**src/rtl/neuron_hidden_delta.sv**
```systemverilog
// Hidden-layer backward pass: delta_h = a*(1-a) * sum_k(w_k*delta_k) in signed Q6.14.
// Pairs stream in over valid/ready; the result is held on a valid/ready output until taken.
module neuron_hidden_delta #(
  parameter int N_OUT = 4
) (
  input  logic               clk,
  input  logic               rst,
  input  logic               start_i,
  input  logic signed [19:0] act_in_i,
  input  logic               in_valid_i,
  output logic               in_ready_o,
  input  logic signed [19:0] w_in_i,
  input  logic signed [19:0] d_in_i,
  output logic               busy_o,
  output logic               out_valid_o,
  input  logic               out_ready_i,
  output logic signed [19:0] delta_out_o
);

  localparam int FRAC  = 14;
  localparam int W     = 20;
  localparam int ACC_W = 2 * W + $clog2(N_OUT) + 1;
  localparam int CNT_W = $clog2(N_OUT + 1);

  localparam logic signed [W-1:0] MAX20 = 20'sh7FFFF;
  localparam logic signed [W-1:0] MIN20 = 20'sh80000;

  typedef enum logic [2:0] {
    IDLE,
    ACCUM,
    DERIV,
    MUL,
    DONE
  } state_t;

  state_t state_q, state_d;

  logic signed [ACC_W-1:0] acc_q;
  logic        [CNT_W-1:0] cnt_q;
  logic signed [W-1:0]     act_q;
  logic signed [W-1:0]     s_q;
  logic signed [W-1:0]     d_q;
  logic signed [W-1:0]     delta_q;

  logic signed [2*W-1:0]   pair_prod;
  logic signed [ACC_W-1:0] acc_sh;
  logic signed [W:0]       one_minus_a;
  logic signed [2*W:0]     deriv_prod;
  logic signed [2*W:0]     deriv_sh;
  logic signed [2*W-1:0]   mul_prod;
  logic signed [2*W-1:0]   mul_sh;
  logic                    last_beat;

  function automatic logic signed [W-1:0] sat20(input logic signed [63:0] x);
    if (x > 64'sd524287) begin
      return MAX20;
    end else if (x < -64'sd524288) begin
      return MIN20;
    end else begin
      return x[W-1:0];
    end
  endfunction

  // All shifts are arithmetic, so every rounding step is a floor.
  always_comb begin
    pair_prod   = (2*W)'(w_in_i) * (2*W)'(d_in_i);
    acc_sh      = acc_q >>> FRAC;
    one_minus_a = 21'sh04000 - {act_q[W-1], act_q};
    deriv_prod  = (2*W+1)'(act_q) * (2*W+1)'(one_minus_a);
    deriv_sh    = deriv_prod >>> FRAC;
    mul_prod    = (2*W)'(s_q) * (2*W)'(d_q);
    mul_sh      = mul_prod >>> FRAC;
    last_beat   = in_valid_i && (cnt_q == CNT_W'(N_OUT - 1));
  end

  always_comb begin
    state_d = state_q;
    case (state_q)
      IDLE:    if (start_i) state_d = ACCUM;
      ACCUM:   if (last_beat) state_d = DERIV;
      DERIV:   state_d = MUL;
      MUL:     state_d = DONE;
      DONE:    if (out_ready_i) state_d = IDLE;
      default: state_d = IDLE;
    endcase
  end

  always_ff @(posedge clk or posedge rst) begin
    if (rst) begin
      state_q <= IDLE;
    end else begin
      state_q <= state_d;
    end
  end

  always_ff @(posedge clk or posedge rst) begin
    if (rst) begin
      acc_q   <= '0;
      cnt_q   <= '0;
      act_q   <= '0;
      s_q     <= '0;
      d_q     <= '0;
      delta_q <= '0;
    end else begin
      case (state_q)
        IDLE: begin
          if (start_i) begin
            act_q <= act_in_i;
            acc_q <= '0;
            cnt_q <= '0;
          end
        end
        ACCUM: begin
          if (in_valid_i) begin
            acc_q <= acc_q + ACC_W'(pair_prod);
            cnt_q <= cnt_q + 1'b1;
          end
        end
        DERIV: begin
          s_q <= sat20(64'(acc_sh));
          d_q <= sat20(64'(deriv_sh));
        end
        MUL: begin
          delta_q <= sat20(64'(mul_sh));
        end
        default: ;
      endcase
    end
  end

  assign in_ready_o  = (state_q == ACCUM);
  assign busy_o      = (state_q != IDLE);
  assign out_valid_o = (state_q == DONE);
  assign delta_out_o = delta_q;

endmodule

```
**config.mk**
```make
export PLATFORM = sky130hd
export DESIGN_NAME = neuron_hidden_delta
export DESIGN_NICKNAME = d
export VERILOG_FILES = /design/src/rtl/neuron_hidden_delta.sv
export SDC_FILE = /design/constraint.sdc
export NUM_CORES = 2
export LEC_CHECK = 0
export ABC_CLOCK_PERIOD_IN_PS = 13300
export CAP_MARGIN = 20
export CORE_MARGIN = 3
export CORE_UTILIZATION = 60
export DETAILED_ROUTE_END_ITERATION = 16
export PLACE_DENSITY = 0.84
export SKIP_CTS_REPAIR_TIMING = 1
export SLEW_MARGIN = 10
export SYNTH_ARGS = -nofsm -noshare
export SYNTH_HDL_FRONTEND = slang
export SYNTH_SLANG_ARGS = --single-unit
```
**constraint.sdc**
```tcl
create_clock -name clk -period 13.3 [get_ports clk]
set_input_delay 2.66 -clock clk [delete_from_list [all_inputs] [get_ports clk]]
set_output_delay 2.66 -clock clk [all_outputs]
set_load 0.02 [all_outputs]
```
### Word-level counts from Yosys, hierarchy flattened

Cells that the tools add are included.

| storage, ports and cells | value |
|---|---|
| input port bits | 65 |
| register bits | 129 |
| output and inout port bits | 23 |

| operators by class | value |
|---|---|
| $lt $le $gt $ge | 6 |
| reduce and logical (&&, ||, !) cells | 7 |
| add/subtract/negate cells | 3 |
| multipliers | 3 |
| muxes and demuxes | 16 |
| eq/ne operators | 9 |

Operator list:

| operator | count |
|---|---|
| $mux 20 | 6 |
| $mux 43 | 2 |
| $pmux 43 s2 | 1 |
| $mul 20x20->40 | 2 |
| $add 43x40->43 | 1 |
| $mul 20x21->41 | 1 |
| $gt 29x20->1 const B | 1 |
| $lt 29x20->1 const B | 1 |
| $gt 27x20->1 const B | 1 |
| $lt 27x20->1 const B | 1 |
| $gt 26x20->1 const B | 1 |
| $lt 26x20->1 const B | 1 |
| $sub 16x20->21 const A | 1 |
| $mux 3 | 5 |
| $pmux 3 s5 | 1 |
| $eq 3x2->1 const B | 3 |
| $pmux 3 s2 | 1 |
| $reduce_and 3->1 | 2 |
| $ne 2x1->1 const B | 2 |
| $ne 2x2->1 const B | 2 |
| $add 3x1->3 const B | 1 |
| $eq 3x1->1 const B | 1 |
| $eq 3x3->1 const B | 1 |
| $logic_not 3->1 | 1 |
| other kinds (4) | 4 |

### Depth between registers and ports, before layout

| depth | value |
|---|---|
| word-level depth | 5 |
| mapped depth | 38 |
| depth with buffers taken out | 34 |

### Least setup slack after synthesis

OpenSTA, ideal clock, no wires.

| timing | value |
|---|---|
| path type | input to register |
| from | input port d_in_i[0] |
| to | register acc_q[42] |
| setup time | 133 ps |
| buffers on the path | 1 |
| cell stages on the path | 27 |
| data arrival time | 9,642 ps |
| path slack | 3,525 ps |
| path through | clkbuf_1 > nand2_1 > inv_1 > fa_1 > inv_1 > fa_1 > inv_1 > fa_1 > fa_1 > inv_1 > fa_1 > inv_1 > fa_1 > inv_1 > fa_1 > inv_1 > ha_1 > nor2_1 > o21bai_1 > a21oi_1 > nor2_1 > o21ai_0 > nor4_1 > or3_1 > a31oi_1 > xnor2_1 > o21ai_0 |

| on the way | value |
|---|---|
| longest elaborated chain between the ends | 4 |

Ends and longest elaborated chain:

| item | line | source |
|---|---|---|
| start, declared | 13 | `input logic signed [19:0] d_in_i,` |
| $mul 20x20->40 | 66 | `pair_prod = (2*W)'(w_in_i) * (2*W)'(d_in_i);` |
| $add 43x40->43 | 115 | `acc_q <= acc_q + ACC_W'(pair_prod);` |
| $mux 43 | 114 | `if (in_valid_i) begin` |
| $pmux 43 s2 | 105 | `case (state_q)` |
| end signal, assigned | 115 |  |
| end, declared | 38 | `logic signed [ACC_W-1:0] acc_q;` |

Every way passes these cells. The select of a mux whose other input is x is not followed.
A chain may end at the register's enable or synchronous reset.

### Final worst setup path

| timing | value |
|---|---|
| from | register act_q[4] |
| to | register d_q[6] |

| on the way | value |
|---|---|
| longest elaborated chain between the ends | 5 |
| elaborated cells on any way between the ends | 6 |

Ends and longest elaborated chain:

| item | line | source |
|---|---|---|
| start, declared | 40 | `logic signed [W-1:0] act_q;` |
| start signal, assigned | 108 | `act_q <= act_in_i;` |
| $sub 16x20->21 | 68 | `one_minus_a = 21'sh04000 - {act_q[W-1], act_q};` |
| $mul 20x21->41 (*) | 69 | `deriv_prod = (2*W+1)'(act_q) * (2*W+1)'(one_minus_a);` |
| $lt 27x20->1 | 57 | `end else if (x < -64'sd524288) begin` |
| $mux 20 | 57 |  |
| $mux 20 (*) | 55 | `if (x > 64'sd524287) begin` |
| end signal, assigned | 121 | `d_q <= sat20(64'(deriv_sh));` |
| end, declared | 42 | `logic signed [W-1:0] d_q;` |

Every way passes the cells marked *; elsewhere a longest branch is shown, timed or not.

==> impl_metrics.json <==
{
  "cts_buffers": 17,
  "max_stage_delay_ps": 860,
  "multi_input_comb_area_sq_mm": 0.0434,
  "ff_latch_area_sq_mm": 0.00323,
  "syn-num-nets": 7514,
  "path_clk_slew_ps": 60,
  "finalCritPeriodShare": 0.850,
  "grt_max_degree": 69,
  "synth_top_family_by_area": "adder cells",
  "synth_cell_types": 78,
  "n_fill_cell": 6784,
  "grt_usage": 0.290,
  "synth_compound_area_frac": 0.0496,
  "fp.coreArea_sq_mm": 0.0873,
  "synth_edf_count": 0,
  "placed_area_sq_mm": 0.0550,
  "netlist_area_sq_mm": 0.0532,
  "wl_per_cell_um": 18.7,
  "post-route-drc-count": 0,
  "tritoncts": "yes",
  "syn_inst": 5740,
  "ant_nets": 0,
  "ys_warn_count": 0,
  "cts_root_buffer": "clkbuf_16",
  "drtPass1Iterations": 6,
  "grt-ovfl-total": 0,
  "end_kind": "flop",
  "clk-insertion-delay-late_ps": 500,
  "die_w_um": 304,
  "clock_sinks": 129,
  "synth_xor_area_frac": 0.0234,
  "met1_usage": 0.361,
  "start_util": 0.609,
  "globalplace.congestion": 0.921,
  "timing.critical_path.mode_cell": "fa_1",
  "clock_path_buffers": 2,
  "vias_per_cell": 5.63,
  "antenna_found_initial": 4,
  "rsz0062_at_grt": "false",
  "finalNetCount": 7423,
  "die_area_sq_mm": 0.0923,
  "io_buffers": 87,
  "cts-htree-levels": 4,
  "critical_path.max_fanout": 23,
  "arrival_ps": 11710,
  "cp-start-kind": "flop",
  "drive_gt1_frac": 0.0265,
  "slew_headroom": 0.265,
  "slew_viol_final": 0,
  "hold_viol": 0,
  "worst-path-buf-inv": 5,
  "final_cells": 6817,
  "area_growth_pct": 4.45,
  "yosys.area_share.simple": 0.148,
  "min_path_type": "flop to flop",
  "cp.required_ps": 13710,
  "period_needed_ps": 11300,
  "num_rows": 108,
  "cpLargestDelayFamily": "adder cells",
  "seq_area_frac_synth": 0.0607,
  "timing.fmax_ghz": 0.0885,
  "hpwl_um": 102000,
  "drt_iter0_drc": 3036,
  "synth_flop_cell": "dfrtp_1",
  "place_inst": 6783,
  "crit_type": "flop to flop",
  "grt_pass1_wl_um": 215000,
  "finalSetupTns_ps": 0,
  "grt_pass1_vias": 43055,
  "synth-seq-cells": 129,
  "fp.dieH_um": 304,
  "grt.busiest_layer": "met2",
  "synthMuxAreaShare": 0.00461,
  "wirelength_um": 128000,
  "finClkSkew_ps": 23.6,
  "use_met2": 0.492,
  "setup_violations": 0,
  "slowest_stage": "o41ai_4",
  "stdcell_area_sq_mm": 0.0556,
  "async_flop_share": 1.00,
  "cap_violations": 0,
  "synth-adder-area-share": 0.590,
  "ios": 88,
  "status": "finished, final reports clean",
  "dr_total_vias": 38360,
  "tightest_slew_ps": 1090,
  "synth_area_per_cell_sq_um": 9.27,
  "grt_util_met3": 0.0624
}
-- per-layer routing --
layer  wire [um]  up-vias
met5          27        -
met4        5700        4
met3       11200      444
met2       63600     1780
met1       46900    19689
li1            -    16443
-- path summary, 6_finish.rpt --
kind / start / to / slack (ps) / cells past startpoint
worst max-delay path: act_q[4]$_DFFE_PP0P_ / d_q[6]$_DFFE_PP0N_ / 2000 / 31
worst min-delay path: acc_q[10]$_DFFE_PP0P_ / acc_q[10]$_DFFE_PP0P_ / 480 / 2
worst max register to register: act_q[4]$_DFFE_PP0P_ / d_q[6]$_DFFE_PP0N_ / 2000 / 31
worst min register to register: acc_q[10]$_DFFE_PP0P_ / acc_q[10]$_DFFE_PP0P_ / 480 / 2
max in group asynchronous: rst / s_q[0]$_DFFE_PP0N_ / 9190 / 3
min in group asynchronous: rst / act_q[15]$_DFFE_PP0P_ / 2650 / 2
-- cell usage in the layout (no fill, tap or decap), drive strengths merged, types with 7 or more instances in the layout --
master and count:
nand3 20, a211oi 15, nand4 16, nor2 145, nor3 31, nor2b 155, o21bai 14, nand2 676
fa 1329, xnor2 96, a21o 63, a21oi 133, and3 11, nor3b 7, xor2 46, clkinv 7
mux2 20, o21a 13, clkdlybuf4s50 87, o31ai 7, clkbuf 20, inv 1490, o211ai 8, a31oi 10
nand2b 166, buf 57, ha 380, dfrtp 129, or3 10, and2 325, o21ai 97
-- synth_stat cells, drive strengths merged (31+ instances only) --
library cell  number  area, sq um
a21o              63          473
a21oi            133          714
and2             325         2030
clkbuf           247          927
dfrtp            129         3230
fa              1329        26600
ha               380         4750
inv             1487         5580
nand2            676         2540
nand2b           166         1040
nor2             145          544
nor2b            155          970
nor3              31          175
o21ai             97          485
xnor2             96          841
xor2              46          403
-- stage by stage --
stage                     worst slack [ps]  hold WS (ps)  utilization
after floorplan                       3520           450            -
after global placement                2480           462        0.630
after detailed placement              2240           472        0.630
after CTS                             2160           485        0.636
after global routing                  1430           500        0.637
final                                 2000           481        0.637
-- final cells by class --
type	count	share of cell area
clock buffers	20	0.00840
inverters	1490	0.101
clock inverters	11	0.00185
diodes	1	0.0000450
multi-input cells	3867	0.781
repair buffers	144	0.0236
flip-flops and latches	129	0.0581
well taps	1155	0.0260
-- registers in the layout, summed over array words and instances (netlist names) --
signal       flops
d_q             20
state_q          3
delta_out_o     20
cnt_q            3
act_q           20
acc_q           43
s_q             20
-- cell families after synthesis --
group,count (synthesis)
simple gates,1585
mux,22
fa+ha+maj,1714
buf+inv,1744
xor+xnor,142
flops,129
compound gates,404
-- worst reg2reg max path: cells and delay by family (launching register included) --
family | cells | cell delay, ps
flip-flops | 1 | 370
XOR/XNOR | 1 | 350
buffers and inverters | 5 | 830
AO/OA/AOI/OAI | 5 | 2070
AND/OR/NAND/NOR | 11 | 2970
adder cells (fa/ha/maj) | 9 | 4630
Power is not shown: default switching activity piles up to over one toggle a cycle in this logic, so the estimate is an artifact.
